$ cat src/rtl/uart_cmd_sequencer_if.sv
// uart_cmd_sequencer_if: command word handshake bus (valid/ready, 3-bit code, 16-bit parameter).
//   master: drives cmd_valid, cmd_code, cmd_param; samples cmd_ready
//   slave : samples cmd_valid, cmd_code, cmd_param; drives cmd_ready
interface uart_cmd_sequencer_if;
    logic        cmd_valid;
    logic        cmd_ready;
    logic [2:0]  cmd_code;
    logic [15:0] cmd_param;
    modport master (output cmd_valid, cmd_code, cmd_param, input cmd_ready);
    modport slave  (input cmd_valid, cmd_code, cmd_param, output cmd_ready);
endinterface

$ cat src/rtl/uart_cmd_sequencer.sv
// uart_cmd_sequencer: assembles 5-byte UART frames (HEADER,CMD,PH,PL,CS), validates them and issues a command word.
//   clk_50M, rst_n (async, active-low)
//   rx_done, rx_byte         : byte strobe and data from the UART receiver
//   cmd (master modport)     : cmd_valid/cmd_ready handshake, cmd_code, cmd_param = {PH,PL}
//   frame_err, err_code      : one-cycle error pulse; 01 checksum, 10 bad command, 11 timeout (held)
//   overrun                  : one-cycle pulse when a byte arrives while a command is pending
//   busy, frame_cnt          : not-in-HUNT flag, count of issued frames (wraps)
//   Define CMD_TIMEOUT_EN to enable the inter-byte timeout (err_code 11).
module uart_cmd_sequencer #(
    parameter logic [7:0] HEADER         = 8'hAA,
    parameter int         MAX_CMD        = 7,
    parameter int         TIMEOUT_CYCLES = 50_000
) (
    input  logic                        clk_50M,
    input  logic                        rst_n,
    input  logic                        rx_done,
    input  logic [7:0]                  rx_byte,
    uart_cmd_sequencer_if.master        cmd,
    output logic                        frame_err,
    output logic [1:0]                  err_code,
    output logic                        overrun,
    output logic                        busy,
    output logic [7:0]                  frame_cnt
);
    localparam logic [2:0] S_HUNT  = 3'd0;
    localparam logic [2:0] S_CMD   = 3'd1;
    localparam logic [2:0] S_PH    = 3'd2;
    localparam logic [2:0] S_PL    = 3'd3;
    localparam logic [2:0] S_CS    = 3'd4;
    localparam logic [2:0] S_ISSUE = 3'd5;
    localparam logic [7:0] MAX_B   = 8'(MAX_CMD);

    if (TIMEOUT_CYCLES < 1) begin : g_bad_timeout
        $error("TIMEOUT_CYCLES must be at least 1");
    end

    logic [2:0] st, nxt;
    logic [7:0] cmd_b, ph_b, pl_b;
    logic       cs_bad, cmd_bad, to_hit, in_frame;

    assign in_frame = (st == S_CMD) || (st == S_PH) || (st == S_PL) || (st == S_CS);
    assign cs_bad   = rx_byte != (cmd_b ^ ph_b ^ pl_b);
    assign cmd_bad  = cmd_b > MAX_B;

`ifdef CMD_TIMEOUT_EN
    localparam int TW = $clog2(TIMEOUT_CYCLES + 1);
    logic [TW-1:0] to_cnt;
    // a byte on the timeout edge wins: to_hit is masked by rx_done
    assign to_hit = in_frame && !rx_done && (to_cnt == TW'(TIMEOUT_CYCLES));
    // counts only while parked in a frame-collecting state; any state change (byte, error, entry) clears it
    always_ff @(posedge clk_50M or negedge rst_n)
        if (!rst_n) to_cnt <= '0;
        else        to_cnt <= (in_frame && nxt == st) ? to_cnt + 1'b1 : '0;
`else
    assign to_hit = 1'b0;
`endif

    always_comb begin
        nxt = st;
        case (st)
            S_HUNT:  nxt = (rx_done && rx_byte == HEADER) ? S_CMD : S_HUNT;
            S_CMD:   nxt = rx_done ? S_PH : to_hit ? S_HUNT : S_CMD;
            S_PH:    nxt = rx_done ? S_PL : to_hit ? S_HUNT : S_PH;
            S_PL:    nxt = rx_done ? S_CS : to_hit ? S_HUNT : S_PL;
            S_CS:    nxt = rx_done ? ((cs_bad || cmd_bad) ? S_HUNT : S_ISSUE) : to_hit ? S_HUNT : S_CS;
            S_ISSUE: nxt = cmd.cmd_ready ? S_HUNT : S_ISSUE;
            default: nxt = S_HUNT;
        endcase
    end

    always_ff @(posedge clk_50M or negedge rst_n) begin
        if (!rst_n) begin
            st            <= S_HUNT;
            cmd_b         <= '0;
            ph_b          <= '0;
            pl_b          <= '0;
            cmd.cmd_valid <= 1'b0;
            cmd.cmd_code  <= '0;
            cmd.cmd_param <= '0;
            frame_err     <= 1'b0;
            err_code      <= '0;
            overrun       <= 1'b0;
            busy          <= 1'b0;
            frame_cnt     <= '0;
        end else begin
            st        <= nxt;
            busy      <= nxt != S_HUNT;
            frame_err <= 1'b0;
            overrun   <= 1'b0;
            if (rx_done && st == S_CMD) cmd_b <= rx_byte;
            if (rx_done && st == S_PH)  ph_b  <= rx_byte;
            if (rx_done && st == S_PL)  pl_b  <= rx_byte;
            if (rx_done && st == S_CS) begin
                if (cs_bad) begin
                    frame_err <= 1'b1;
                    err_code  <= 2'b01;
                end else if (cmd_bad) begin
                    frame_err <= 1'b1;
                    err_code  <= 2'b10;
                end else begin
                    cmd.cmd_valid <= 1'b1;
                    cmd.cmd_code  <= cmd_b[2:0];
                    cmd.cmd_param <= {ph_b, pl_b};
                end
            end
            if (to_hit) begin
                frame_err <= 1'b1;
                err_code  <= 2'b11;
            end
            // bytes arriving while a command is pending are dropped, including on the handshake edge
            if (st == S_ISSUE) begin
                overrun <= rx_done;
                if (cmd.cmd_ready) begin
                    cmd.cmd_valid <= 1'b0;
                    frame_cnt     <= frame_cnt + 1'b1;
                end
            end
        end
    end
endmodule

$ cat src/flat_wrapper.sv
// flat-port wrapper written by rule: the top's interface ports become plain ports
module uart_cmd_sequencer_flat 
#(
    parameter logic [7:0] HEADER         = 8'hAA,
    parameter int         MAX_CMD        = 7,
    parameter int         TIMEOUT_CYCLES = 50_000
)
  (clk_50M, rst_n, rx_done, rx_byte, frame_err, err_code, overrun, busy, frame_cnt, cmd_cmd_valid, cmd_cmd_code, cmd_cmd_param, cmd_cmd_ready);
  uart_cmd_sequencer_if cmd_i ();
  input  logic clk_50M;
  input  logic rst_n;
  input  logic rx_done;
  input  logic [7:0] rx_byte;
  output logic frame_err;
  output logic [1:0] err_code;
  output logic overrun;
  output logic busy;
  output logic [7:0] frame_cnt;
  output wire logic [$bits(cmd_i.cmd_valid)-1:0] cmd_cmd_valid;
  output wire logic [$bits(cmd_i.cmd_code)-1:0] cmd_cmd_code;
  output wire logic [$bits(cmd_i.cmd_param)-1:0] cmd_cmd_param;
  input wire logic [$bits(cmd_i.cmd_ready)-1:0] cmd_cmd_ready;
  assign cmd_cmd_valid = cmd_i.cmd_valid;
  assign cmd_cmd_code = cmd_i.cmd_code;
  assign cmd_cmd_param = cmd_i.cmd_param;
  assign cmd_i.cmd_ready = cmd_cmd_ready;
  uart_cmd_sequencer #(.HEADER(HEADER), .MAX_CMD(MAX_CMD), .TIMEOUT_CYCLES(TIMEOUT_CYCLES)) u_core (.clk_50M(clk_50M), .rst_n(rst_n), .rx_done(rx_done), .rx_byte(rx_byte), .cmd(cmd_i), .frame_err(frame_err), .err_code(err_code), .overrun(overrun), .busy(busy), .frame_cnt(frame_cnt));
endmodule
$ cat config.mk
export PLATFORM = sky130hd
export DESIGN_NAME = uart_cmd_sequencer_flat
export DESIGN_NICKNAME = d
export VERILOG_FILES = /design/src/rtl/uart_cmd_sequencer_if.sv /design/src/rtl/uart_cmd_sequencer.sv /design/src/flat_wrapper.sv
export SDC_FILE = /design/constraint.sdc
export NUM_CORES = 1
export LEC_CHECK = 0
export ABC_AREA = 1
export BUFFER_PORTS_ARGS = -buffer_cell sky130_fd_sc_hd__buf_4
export CAP_MARGIN = 20
export CORE_MARGIN = 4
export CORE_UTILIZATION = 35
export DETAILED_ROUTE_END_ITERATION = 7
export PLACE_DENSITY = 0.52
export SYNTH_ARGS = -nofsm -noshare
export SYNTH_HDL_FRONTEND = slang
export SYNTH_SLANG_ARGS = --single-unit
$ cat constraint.sdc
create_clock -name clk_50M -period 3.1 [get_ports clk_50M]
set_input_delay 0.155 -clock clk_50M [delete_from_list [all_inputs] [get_ports clk_50M]]
set_output_delay 0.155 -clock clk_50M [all_outputs]
set_load 0.005 [all_outputs]
## After elaboration in Yosys (flattened, before gate mapping)

Index checks and enable logic that the tools add are counted.

- Register bits after elaboration: 60
- Input port bits: 12
- Output and inout bits: 33
- Logic and storage cells: 56

- $add $sub $neg: 1
- Order comparisons: 1
- Eq/ne operators: 7
- Multiplexer cells: 19
- Bitwise gates (word level): 4
- Reductions and logical operators: 12

Operator list:

| operator | number |
|---|---|
| $pmux 3 s6 | 1 |
| $xor 8x8->8 | 2 |
| $mux 3 | 4 |
| $mux 1 | 11 |
| $add 8x1->8 const B | 1 |
| $eq 8x8->1 const B | 1 |
| $gt 8x3->1 const B | 1 |
| $ne 8x8->1 | 1 |
| $eq 3x2->1 const B | 2 |
| $eq 3x3->1 const B | 2 |
| $mux 2 | 3 |
| $logic_and 1x1->1 | 5 |
| $reduce_and 2->1 | 2 |
| $eq 3x1->1 const B | 1 |
| $logic_not 3->1 | 1 |
| $reduce_and 3->1 | 1 |
| $reduce_bool 3->1 | 1 |
| $not 1->1 | 2 |
| $reduce_bool 2->1 | 1 |
| $logic_or 1x1->1 | 1 |

## Longest topological paths before layout

- Depth in word-level cells: 8
- Gate-level depth with buffers: 13
- Gate-level depth less buffers: 13

## Worst setup path after synthesis

No wires, ideal clock.

- Kind: reg2reg
- Start point: register u_core.cmd_b[2]
- End point: register u_core.cmd.cmd_code[2]
- Library setup time: 0.121 ns
- Data arrival time: 1.318 ns
- Data required time: 2.979 ns
- Slack: 1.661 ns
- Cell stages (with the launch flop): 12
- Buffers on the path: 1
- Clock period less this slack: 1.439 ns
- Path through: dfrtp_1 > nand2_1 > inv_1 > nor2_1 > nand2_1 > nand2_1 > nand2_1 > nor2_2 > nand4_4 > buf_2 > nand2_1 > o21ai_1

- Longest elaborated chain between the ends: 5
- Elaborated cells between the ends (all ways): 7
- Classes of those cells: order compare (1); eq/ne (1); bitwise (4); reduce/logical (1)

RTL lines:

| what | line | RTL |
|---|---|---|
| start: declaration | uart_cmd_sequencer.sv:38 | `logic [7:0] cmd_b, ph_b, pl_b;` |
| start signal: assignment | uart_cmd_sequencer.sv:90 | `if (rx_done && st == S_CMD) cmd_b <= rx_byte;` |
| branches (longest 5 deep; another with $gt 8x3->1) | n/a |  |
| end signal: assignment | uart_cmd_sequencer.sv:102 | `cmd.cmd_code <= cmd_b[2:0];` |
| end: declaration | uart_cmd_sequencer_if.sv:9 | `modport master (output cmd_valid, cmd_code, cmd_param, input cmd_ready);` |

Parallel ways; which one is timed is not known.
A chain may end at the register's enable or synchronous reset.

## Worst setup path in the final report

- Start point: register u_core.cmd_b[5]
- End point: register u_core.cmd.cmd_param[15]

- Longest elaborated chain between the ends: 5
- Elaborated cells between the ends (all ways): 7
- Classes of those cells: order compare (1); eq/ne (1); bitwise (4); reduce/logical (1)

RTL lines:

| what | line | RTL |
|---|---|---|
| branches (longest 4 deep; another with $gt 8x3->1) | n/a |  |
| $reduce_and 3->1 (no line) (*) | n/a |  |
| end signal: assignment | uart_cmd_sequencer.sv:103 | `cmd.cmd_param <= {ph_b, pl_b};` |
| end: declaration | uart_cmd_sequencer_if.sv:9 |  |

Mark *: on every way between the ends.

==> flow_summary.yaml <==
outcome:
  status: "finished, final reports clean"
drt:
  via_count: 2166
  wl_per_cell_um: 11.7
  ant_nets: 0
  drt_iter0_drc: 73
  dr.pass1.iters: 4
  drcViolationCount: 0
  viasPerCell: 4.38
  finalWirelength_um: 5770
final_layout:
  mostFrequentLayoutCells: "nand2_1, dfrtp_1, inv_1"
  final_net_count: 401
  area_growth_syn_to_layout_pct: 23.1
  layout-drive-gt1-share_pct: 18.3
  diodes: 0
  final_common_cell: "nand2_1"
critical_path:
  reg2reg_from: "u_core.cmd_b[5]"
  worstSetupStartpoint: "u_core.cmd_b[5]"
  worst_setup_path_end_kind: "register"
  cp_max_fo: 40
  startpoint_type: "register"
  slowest_stage: "nand4_4"
  crit_family: "simple AND/OR/NAND/NOR gates"
  path_common_cell: "nand2_1"
  crit_type: "register to register"
  cp.arrival_ps: 2210
  worstPathRequired_ps: 3330
  path_cells: "inv_1 -> nand2_1 -> nand2_1 -> nor2_1 -> nor2_1 -> nand2_1 -> nor2_2 -> nand4_4 -> o21ai_1"
  max_stage_delay_ps: 490
  worst-path-buf-inv: 1
logic_synthesis:
  synth_area_leaders: "dfrtp_1, nand2_1, inv_1"
  avgSynthCellArea_um2: 8.23
  yosysTopAreaCell: "dfrtp_1"
  netlist_area_um2: 2780
  synth_cell_type_count: 25
  synth_edf_count: 0
  yosysWarnings: 0
  synth_nets: 351
  ys_async_sr_fraction_pct: 100
  synth_seq_cells: 60
  synthFlopType: "dfrtp_1"
  synth_cells: 338
  synth_seq_area_share_pct: 54.0
  netlist.area_leader.share_pct: 54.0
timing:
  grt_setup_unrepaired: "false"
  hold_viol: 0
  finalClockSkew_ps: 12.3
  worst_pin_slew_ps: 764
  slew_violations: 0
  finalSetupViolations: 0
  min_period_ps: 1970
  maxSlewHeadroom_pct: 49.1
  fmax_mhz: 507
  min_period_over_period_pct: 63.6
  setup_tns_ps: 0
place:
  dp_hpwl_um: 3990
  port_buffers: 44
  place_congestion: 0.734
hold_path:
  hp-class: "input pin to register"
  hp-start: "rx_byte[6]"
clock_tree:
  cts_tree: "built"
  clockBufferDepth: 2
  hold_buffers: 1
  htreeDepth: 3
  numCtsBuffers: 9
  clock-sinks: 60
  clkTransAtPathRegs_ps: 70
  post-cts-setup-buffers: 0
  clk_latency_ps: 340
  post_cts_resized: 0
  cts-root-buf: "clkbuf_8"
global_routing:
  grt_first_pass_wirelength_um: 10100
  overflow: 0
  grt_max_degree: 61
  grt_usage_pct: 13.3
  grt_pass1_vias: 2084
  antenna_found_initial: 0
power:
  power_density_nw_per_um2: 800
  power_w: 0.00274
  peakVddDrop_mv: 0.495
  p_leak_nw: 1.87
floorplan:
  die_w_um: 97.1
  coreArea_um2: 7730
  num_io_pins: 45
  num_rows: 32
  die_h_um: 97.1
  die_area_um2: 9430
  start_util_pct: 36.0
flow_run:
  max_cap_violations: 0
cell usage after synthesis (3+ instances only):
master / count
nand2_1: 116
dfrtp_1: 60
inv_1: 47
o21ai_0: 26
o21ai_1: 19
nor2_1: 17
nand3_1: 12
xor2_1: 8
xnor2_1: 5
nor2_2: 4
buf_6: 3
clkbuf_1: 3
inv_2: 3
per-stage QoR:
step | hold slack (ps) | cells | utilization (%) | setup slack [ps] | area (µm²)
final | 128 | 495 | 44.3 | 1130 | 3420
after global routing | 131 | 495 | 44.3 | 882 | 3420
after CTS | 113 | 495 | 44.3 | 1080 | 3420
after detailed placement | 287 | 478 | 41.4 | 1110 | 3200
after global placement | 287 | 478 | 41.4 | 1100 | 3200
after floorplan | -141 | 338 | - | 1660 | 2780
worst min-delay path: cells and delay by family:
kind,cells,cell delay (ps)
buffers and inverters,2,180
AO/OA/AOI/OAI,1,80
report_power, final:
group	switching (W)	total, W	internal, W
registers	0.000173	0.00115	0.000981
clock network	0.000301	0.000772	0.000471
logic	0.000481	0.000812	0.000331
total	0.000956	0.00274	0.00178
layout make-up:
class                           instances  area [µm²]
Clock buffer                           11         141
Clock inverter                          5        75.1
Fill cell                             804        4310
Inverter                               50         188
Multi-Input combinational cell        221        1040
Sequential cell                        60        1500
Tap cell                              102         128
Timing Repair Buffer                   46         348
cell families after synthesis:
family / share of synthesized area, %
xor gates and xnor gates: 4.10
DFF: 54.0
buffers and inverters: 8.55
and+or+nand+nor: 24.2
AOI/OAI and AO/OA: 8.69
adders and majority gates: 0.450
registers in the layout, summed over array words and instances, names as in the netlist:
| signal | flops |
|---|---|
| u_core.cmd.cmd_param | 16 |
| u_core.st | 3 |
| u_core.cmd_b | 8 |
| u_core.frame_err | 1 |
| u_core.pl_b | 8 |
| u_core.cmd.cmd_valid | 1 |
| u_core.overrun | 1 |
| u_core.ph_b | 8 |
| u_core.busy | 1 |
| u_core.cmd.cmd_code | 3 |
| u_core.err_code | 2 |
| u_core.frame_cnt | 8 |
worst paths after layout:
| path | end | slack (ps) | cells after the start |
|---|---|---|---|
| setup / recovery | u_core.cmd.cmd_param[15] | 1130 | 9 |
| hold / removal | u_core.cmd_b[6] | 130 | 3 |
| setup reg to reg | u_core.cmd.cmd_param[15] | 1130 | 9 |
| hold reg to reg | u_core.frame_cnt[7] | 470 | 1 |
| max in group asynchronous | u_core.cmd.cmd_param[7] | 2160 | 2 |
| min in group asynchronous | u_core.cmd.cmd_param[2] | 440 | 2 |
per-layer routing:
layer	routed length [µm]	vias up	track usage, %
li1	-	1140	-
met1	2700	986	16.7
met2	2760	36	21.6
met3	271	4	4.31
met4	40	0	4.54
met5	0	-	0
(Power assumes the default switching activity.)
